$ cat src/rtl/edge_pkg.sv
// Shared constants and helpers for the multi-channel edge detector.
// Optional event counters are enabled with macro EDGE_EVT_CNT_EN.
package edge_pkg;

  localparam int unsigned CH_DEF          = 4;
  localparam int unsigned SYNC_STAGES_DEF = 2;
  localparam int unsigned DB_CYCLES_DEF   = 4;
  localparam int unsigned CNT_W_DEF       = 8;

  // Debounce counter width: clog2(db), never less than one bit.
  function automatic int unsigned db_cnt_w(input int unsigned db);
    return (db <= 2) ? 1 : $clog2(db);
  endfunction

endpackage

$ cat src/rtl/edge_chan.sv
// One channel: synchroniser, debounce filter, edge pulses and an optional
// saturating rise counter (built only when EDGE_EVT_CNT_EN is defined).
module edge_chan
  import edge_pkg::*;
#(
  parameter int unsigned SYNC_STAGES = SYNC_STAGES_DEF,
  parameter int unsigned DB_CYCLES   = DB_CYCLES_DEF,
  parameter int unsigned CNT_W       = CNT_W_DEF
) (
  input  logic             clk,
  input  logic             rst,
  input  logic             in_a,
  input  logic             en,
  input  logic             clr_cnt,
  output logic             level,
  output logic             rise,
  output logic             fall,
  output logic [CNT_W-1:0] evt_cnt
);

  localparam int unsigned DBW = db_cnt_w(DB_CYCLES);
  localparam logic [DBW-1:0] DB_LAST = DBW'(DB_CYCLES - 1);

  logic [SYNC_STAGES-1:0] sync_q;
  logic                   sync;
  logic [DBW-1:0]         cnt_q, cnt_d;
  logic                   level_q, level_d;
  logic                   rise_q, rise_d;
  logic                   fall_q, fall_d;

  assign sync = sync_q[SYNC_STAGES-1];

  // Synchroniser shift chain; runs independently of en.
  always_ff @(posedge clk) begin
    if (rst) sync_q <= '0;
    else     sync_q <= {sync_q[SYNC_STAGES-2:0], in_a};
  end

  // Debounce: level follows sync only after DB_CYCLES consecutive differing edges.
  always_comb begin
    cnt_d   = cnt_q;
    level_d = level_q;
    rise_d  = 1'b0;
    fall_d  = 1'b0;
    if (en) begin
      if (sync == level_q) begin
        cnt_d = '0;
      end else if (cnt_q == DB_LAST) begin
        level_d = sync;
        cnt_d   = '0;
        rise_d  = sync;
        fall_d  = ~sync;
      end else begin
        cnt_d = cnt_q + 1'b1;
      end
    end
  end

  // Debounce state and registered pulse outputs.
  always_ff @(posedge clk) begin
    if (rst) begin
      cnt_q   <= '0;
      level_q <= 1'b0;
      rise_q  <= 1'b0;
      fall_q  <= 1'b0;
    end else begin
      cnt_q   <= cnt_d;
      level_q <= level_d;
      rise_q  <= rise_d;
      fall_q  <= fall_d;
    end
  end

  assign level = level_q;
  assign rise  = rise_q;
  assign fall  = fall_q;

`ifdef EDGE_EVT_CNT_EN
  logic [CNT_W-1:0] evt_q, evt_d;

  // Saturating rise counter; counts on the edge the rise pulse is produced,
  // so a coincident clear discards that event.
  always_comb begin
    evt_d = evt_q;
    if (clr_cnt)
      evt_d = '0;
    else if (rise_d && !(&evt_q))
      evt_d = evt_q + 1'b1;
  end

  // Event counter register.
  always_ff @(posedge clk) begin
    if (rst) evt_q <= '0;
    else     evt_q <= evt_d;
  end

  assign evt_cnt = evt_q;
`else
  logic unused_clr_cnt;
  assign unused_clr_cnt = clr_cnt;
  assign evt_cnt = '0;
`endif

endmodule

$ cat src/rtl/edge_detect_multi.sv
// Multi-channel debounced edge detector: CH independent edge_chan instances.
// Optional per-channel rise counters are enabled with macro EDGE_EVT_CNT_EN.
module edge_detect_multi
  import edge_pkg::*;
#(
  parameter int unsigned CH          = CH_DEF,
  parameter int unsigned SYNC_STAGES = SYNC_STAGES_DEF,
  parameter int unsigned DB_CYCLES   = DB_CYCLES_DEF,
  parameter int unsigned CNT_W       = CNT_W_DEF
) (
  input  logic                clk,
  input  logic                rst,
  input  logic [CH-1:0]       in_a,
  input  logic                en,
  input  logic                clr_cnt,
  output logic [CH-1:0]       level,
  output logic [CH-1:0]       rise,
  output logic [CH-1:0]       fall,
  output logic [CH*CNT_W-1:0] evt_cnt
);

  for (genvar i = 0; i < CH; i++) begin : g_chan
    edge_chan #(
      .SYNC_STAGES(SYNC_STAGES),
      .DB_CYCLES  (DB_CYCLES),
      .CNT_W      (CNT_W)
    ) u_chan (
      .clk    (clk),
      .rst    (rst),
      .in_a   (in_a[i]),
      .en     (en),
      .clr_cnt(clr_cnt),
      .level  (level[i]),
      .rise   (rise[i]),
      .fall   (fall[i]),
      .evt_cnt(evt_cnt[i*CNT_W +: CNT_W])
    );
  end

endmodule

$ cat config.mk
export PLATFORM = sky130hd
export DESIGN_NAME = edge_detect_multi
export DESIGN_NICKNAME = d
export VERILOG_FILES = /design/src/rtl/edge_pkg.sv /design/src/rtl/edge_chan.sv /design/src/rtl/edge_detect_multi.sv
export SDC_FILE = /design/constraint.sdc
export NUM_CORES = 1
export LEC_CHECK = 0
export ABC_AREA = 1
export CAP_MARGIN = 20
export CORE_ASPECT_RATIO = 1.4
export CORE_MARGIN = 2
export CORE_UTILIZATION = 40
export CTS_BUF_LIST = sky130_fd_sc_hd__clkbuf_8 sky130_fd_sc_hd__clkbuf_16
export DETAILED_ROUTE_END_ITERATION = 7
export PLACE_DENSITY_LB_ADDON = 0.12
export SYNTH_ARGS = -nofsm -noshare
export SYNTH_HDL_FRONTEND = slang
export SYNTH_SLANG_ARGS = --single-unit
$ cat constraint.sdc
create_clock -name clk -period 0.92 [get_ports clk]
set_clock_uncertainty 0.15 [all_clocks]
set_input_delay 0.23 -clock clk [delete_from_list [all_inputs] [get_ports clk]]
set_output_delay 0.23 -clock clk [all_outputs]
set_load 0.005 [all_outputs]
==> flow_metrics.env <==
export IMPL_swShare_pct=23.5
export IMPL_detailed_place_hpwl_mm=1.81
export IMPL_max_freq_mhz=905
export IMPL_area_delta_synth_final_pct=17.7
export IMPL_dr_total_vias=1066
export IMPL_die_area_mm2=0.00422
export IMPL_rsz0062_at_grt="yes"
export IMPL_ir_worst_vdd_v=0.000716
export IMPL_crit_fanout=2
export IMPL_p_switching_mw=0.518
export IMPL_synth_edff_count=0
export IMPL_die_w_um=55.5
export IMPL_cp_top_family="flip-flops"
export IMPL_clkLatencyLatePin_ns=0.28
export IMPL_p_leak_nw=0.884
export IMPL_cp_cell_sequence="buf_2"
export IMPL_cp_required_ns=0.54
export IMPL_synth_cells=188
export IMPL_setup_violations=32
export IMPL_grt_pass1_wl_mm=4.04
export IMPL_numCtsBuffers=3
export IMPL_synth_cell_type_count=17
export IMPL_layout_nets=224
export IMPL_syn_area_per_cell_um2=7.90
export IMPL_status="complete, but fails checks"
export IMPL_cts_tree="built"
export IMPL_overflow=0
export IMPL_hold_class="reg -> reg"
export IMPL_routedWlPerCell_um=9.74
export IMPL_antennaDiodeCount=0
export IMPL_grt_max_degree=16
export IMPL_cp_end_kind="primary output"
export IMPL_drtIter0Drc=25
export IMPL_ys_seq_area_share_pct=37.7
export IMPL_violations="negative setup slack"
export IMPL_fin_ws_ns=-0.184
export IMPL_rows=26
export IMPL_final_max_slew_viol_count=0
export IMPL_pwr_share_seq_pct=56.8
export IMPL_power_density_mw_per_mm2=1260
export IMPL_syn_area_mm2=0.00149
export IMPL_path_class="reg -> out"
export IMPL_core_area_mm2=0.00361
export IMPL_chipHeight_um=76.1
export IMPL_yosysWarnings=0
export IMPL_grt_total_usage_pct=12.0
export IMPL_ant_nets=0
export IMPL_crit_slowest_cell="dfxtp_2"
export IMPL_fin_crit_ns=1.10
export IMPL_clk_pin_slew_worst_paths_ns=0.10
export IMPL_drtPass1Iterations=4
export IMPL_whs_ns=0.253
export IMPL_cts_buffer_depth=2
export IMPL_port_buffers=18
export IMPL_start_util_pct=41.1
export IMPL_ys_flop_type="dfxtp_1"
export IMPL_ctsHoldBuffers=0
export IMPL_clock_power_share_pct=35.2
export IMPL_setup_tns_final_ns=-3.29
export IMPL_drt_total_wl_mm=2.47
export IMPL_drive_gt1_share_pct=40.3
export IMPL_p_int_mw=1.69
export IMPL_hold_violations=0
export IMPL_finalWeightedCongestion=0.754
export IMPL_maxCapViolCount=0
export IMPL_period_share_pct=120
export IMPL_critical_path_max_stage_delay_ns=0.33
export IMPL_ys_seq_elements=28
export IMPL_crit_buf_inv=1
export IMPL_root_buffer="clkbuf_8"
export IMPL_ios=52
export IMPL_comb_power_share_pct=8.0
export IMPL_htreeDepth=1
export IMPL_antenna_found_initial=0
export IMPL_async_reset_ff_share_pct=0
export IMPL_arrival_ns=0.72
export IMPL_start_kind="flip-flop"
export IMPL_drc=0
export IMPL_clock_sinks=28
export IMPL_grt_pass1_vias=943
export IMPL_avgViaCountPerCell=4.21
-- per-layer routing --
layer / routed length, um / vias up / track usage (%)
met5: 0 / - / 0
met4: 55 / 0 / 7.32
met3: 111 / 4 / 2.38
met2: 1310 / 28 / 21.5
met1: 983 / 483 / 12.5
li1: - / 551 / -
-- cells in the final DEF, fill, tap and decap left out, types with 7 or more instances in the layout --
| cell | count |
|---|---|
| a21oi_1 | 7 |
| buf_2 | 9 |
| buf_4 | 14 |
| buf_6 | 8 |
| conb_1 | 32 |
| dfxtp_1 | 11 |
| dfxtp_2 | 17 |
| inv_1 | 25 |
| inv_2 | 8 |
| nand2_1 | 12 |
| nand2_2 | 11 |
| nand4_1 | 18 |
| nor2_1 | 11 |
-- stage by stage --
stage | total power [mW] | instances | instance area (um^2) | util [%] | setup slack, ns
floorplan | 1.50 | 219 | 1660 | - | -0.0413
global placement | 1.44 | 248 | 1640 | 45.5 | -0.517
detailed placement | 1.44 | 248 | 1640 | 45.5 | -0.519
CTS | 2.23 | 252 | 1690 | 46.8 | -0.193
global route | 2.31 | 253 | 1750 | 48.4 | -0.215
finish | 2.21 | 253 | 1750 | 48.4 | -0.184
-- synthesized netlist by cell type, types with 2 or more instances --
cell type | n | area share [%]
nand4_2 | 2 | 1.7
buf_4 | 44 | 22
nand4_1 | 18 | 7.6
ha_1 | 4 | 3.4
dfxtp_1 | 28 | 38
a21oi_1 | 7 | 2.4
o21ai_1 | 4 | 1.3
nand2_1 | 24 | 6.1
inv_1 | 36 | 9.1
nor2_1 | 12 | 3.0
buf_6 | 3 | 2.3
-- layout make-up --
| cell class | count | area [um^2] |
|---|---|---|
| fillers | 393 | 1860 |
| well taps | 42 | 52.6 |
| repair buffers | 37 | 298 |
| clock buffers | 4 | 55.1 |
| flip-flops and latches | 28 | 582 |
| inverters | 38 | 158 |
| multi-input cells | 104 | 603 |
-- state kept, by name (all words and copies together), names as in the netlist --
| signal | cells |
|---|---|
| g_chan.u_chan.cnt_q | 8 |
| g_chan.u_chan.sync_q | 8 |
| g_chan.u_chan.fall | 4 |
| g_chan.u_chan.level | 4 |
| g_chan.u_chan.rise | 4 |
-- timing repair --
item / in CTS / in global routing
gates resized for setup: 75 / 19
setup buffers: 0 / 1
setup endpoints to repair: 40 / 32
pin swaps: 10 / 4
-- logic make-up (layout without fill, tap and decap cells) --
| family | after synthesis | count (layout) | share of synthesized area (%) |
|---|---|---|---|
| AO/OA/AOI/OAI | 12 | 12 | 4.30 |
| adder cells (fa/ha/maj) | 4 | 4 | 3.37 |
| buffers and inverters | 87 | 79 | 36.0 |
| flip-flops | 28 | 28 | 37.7 |
| other | 1 | 32 | 0.252 |
| AND/OR/NAND/NOR | 56 | 56 | 18.4 |
-- power groups by stage --
stage / Clock, mW / Sequential (mW) / Combinational [mW]
2_1_floorplan: 0 / 1.28 / 0.219
3_3_place_gp: 0 / 1.28 / 0.163
3_5_place_dp: 0 / 1.28 / 0.166
4_1_cts: 0.804 / 1.25 / 0.172
5_1_grt: 0.851 / 1.26 / 0.201
6_report: 0.777 / 1.25 / 0.177
-- final timing paths --
kind,from,endpoint,slack [ns],cells past startpoint
worst max-delay path,g_chan[3].u_chan.level,level[3],-0.18,1
worst min-delay path,g_chan[2].u_chan.sync_q[0],g_chan[2].u_chan.sync_q[1],0.25,2
worst max register to register,g_chan[3].u_chan.level,g_chan[3].u_chan.level,-0.11,5
worst min register to register,g_chan[2].u_chan.sync_q[0],g_chan[2].u_chan.sync_q[1],0.25,2
Power figures use the tool's default switching activity.
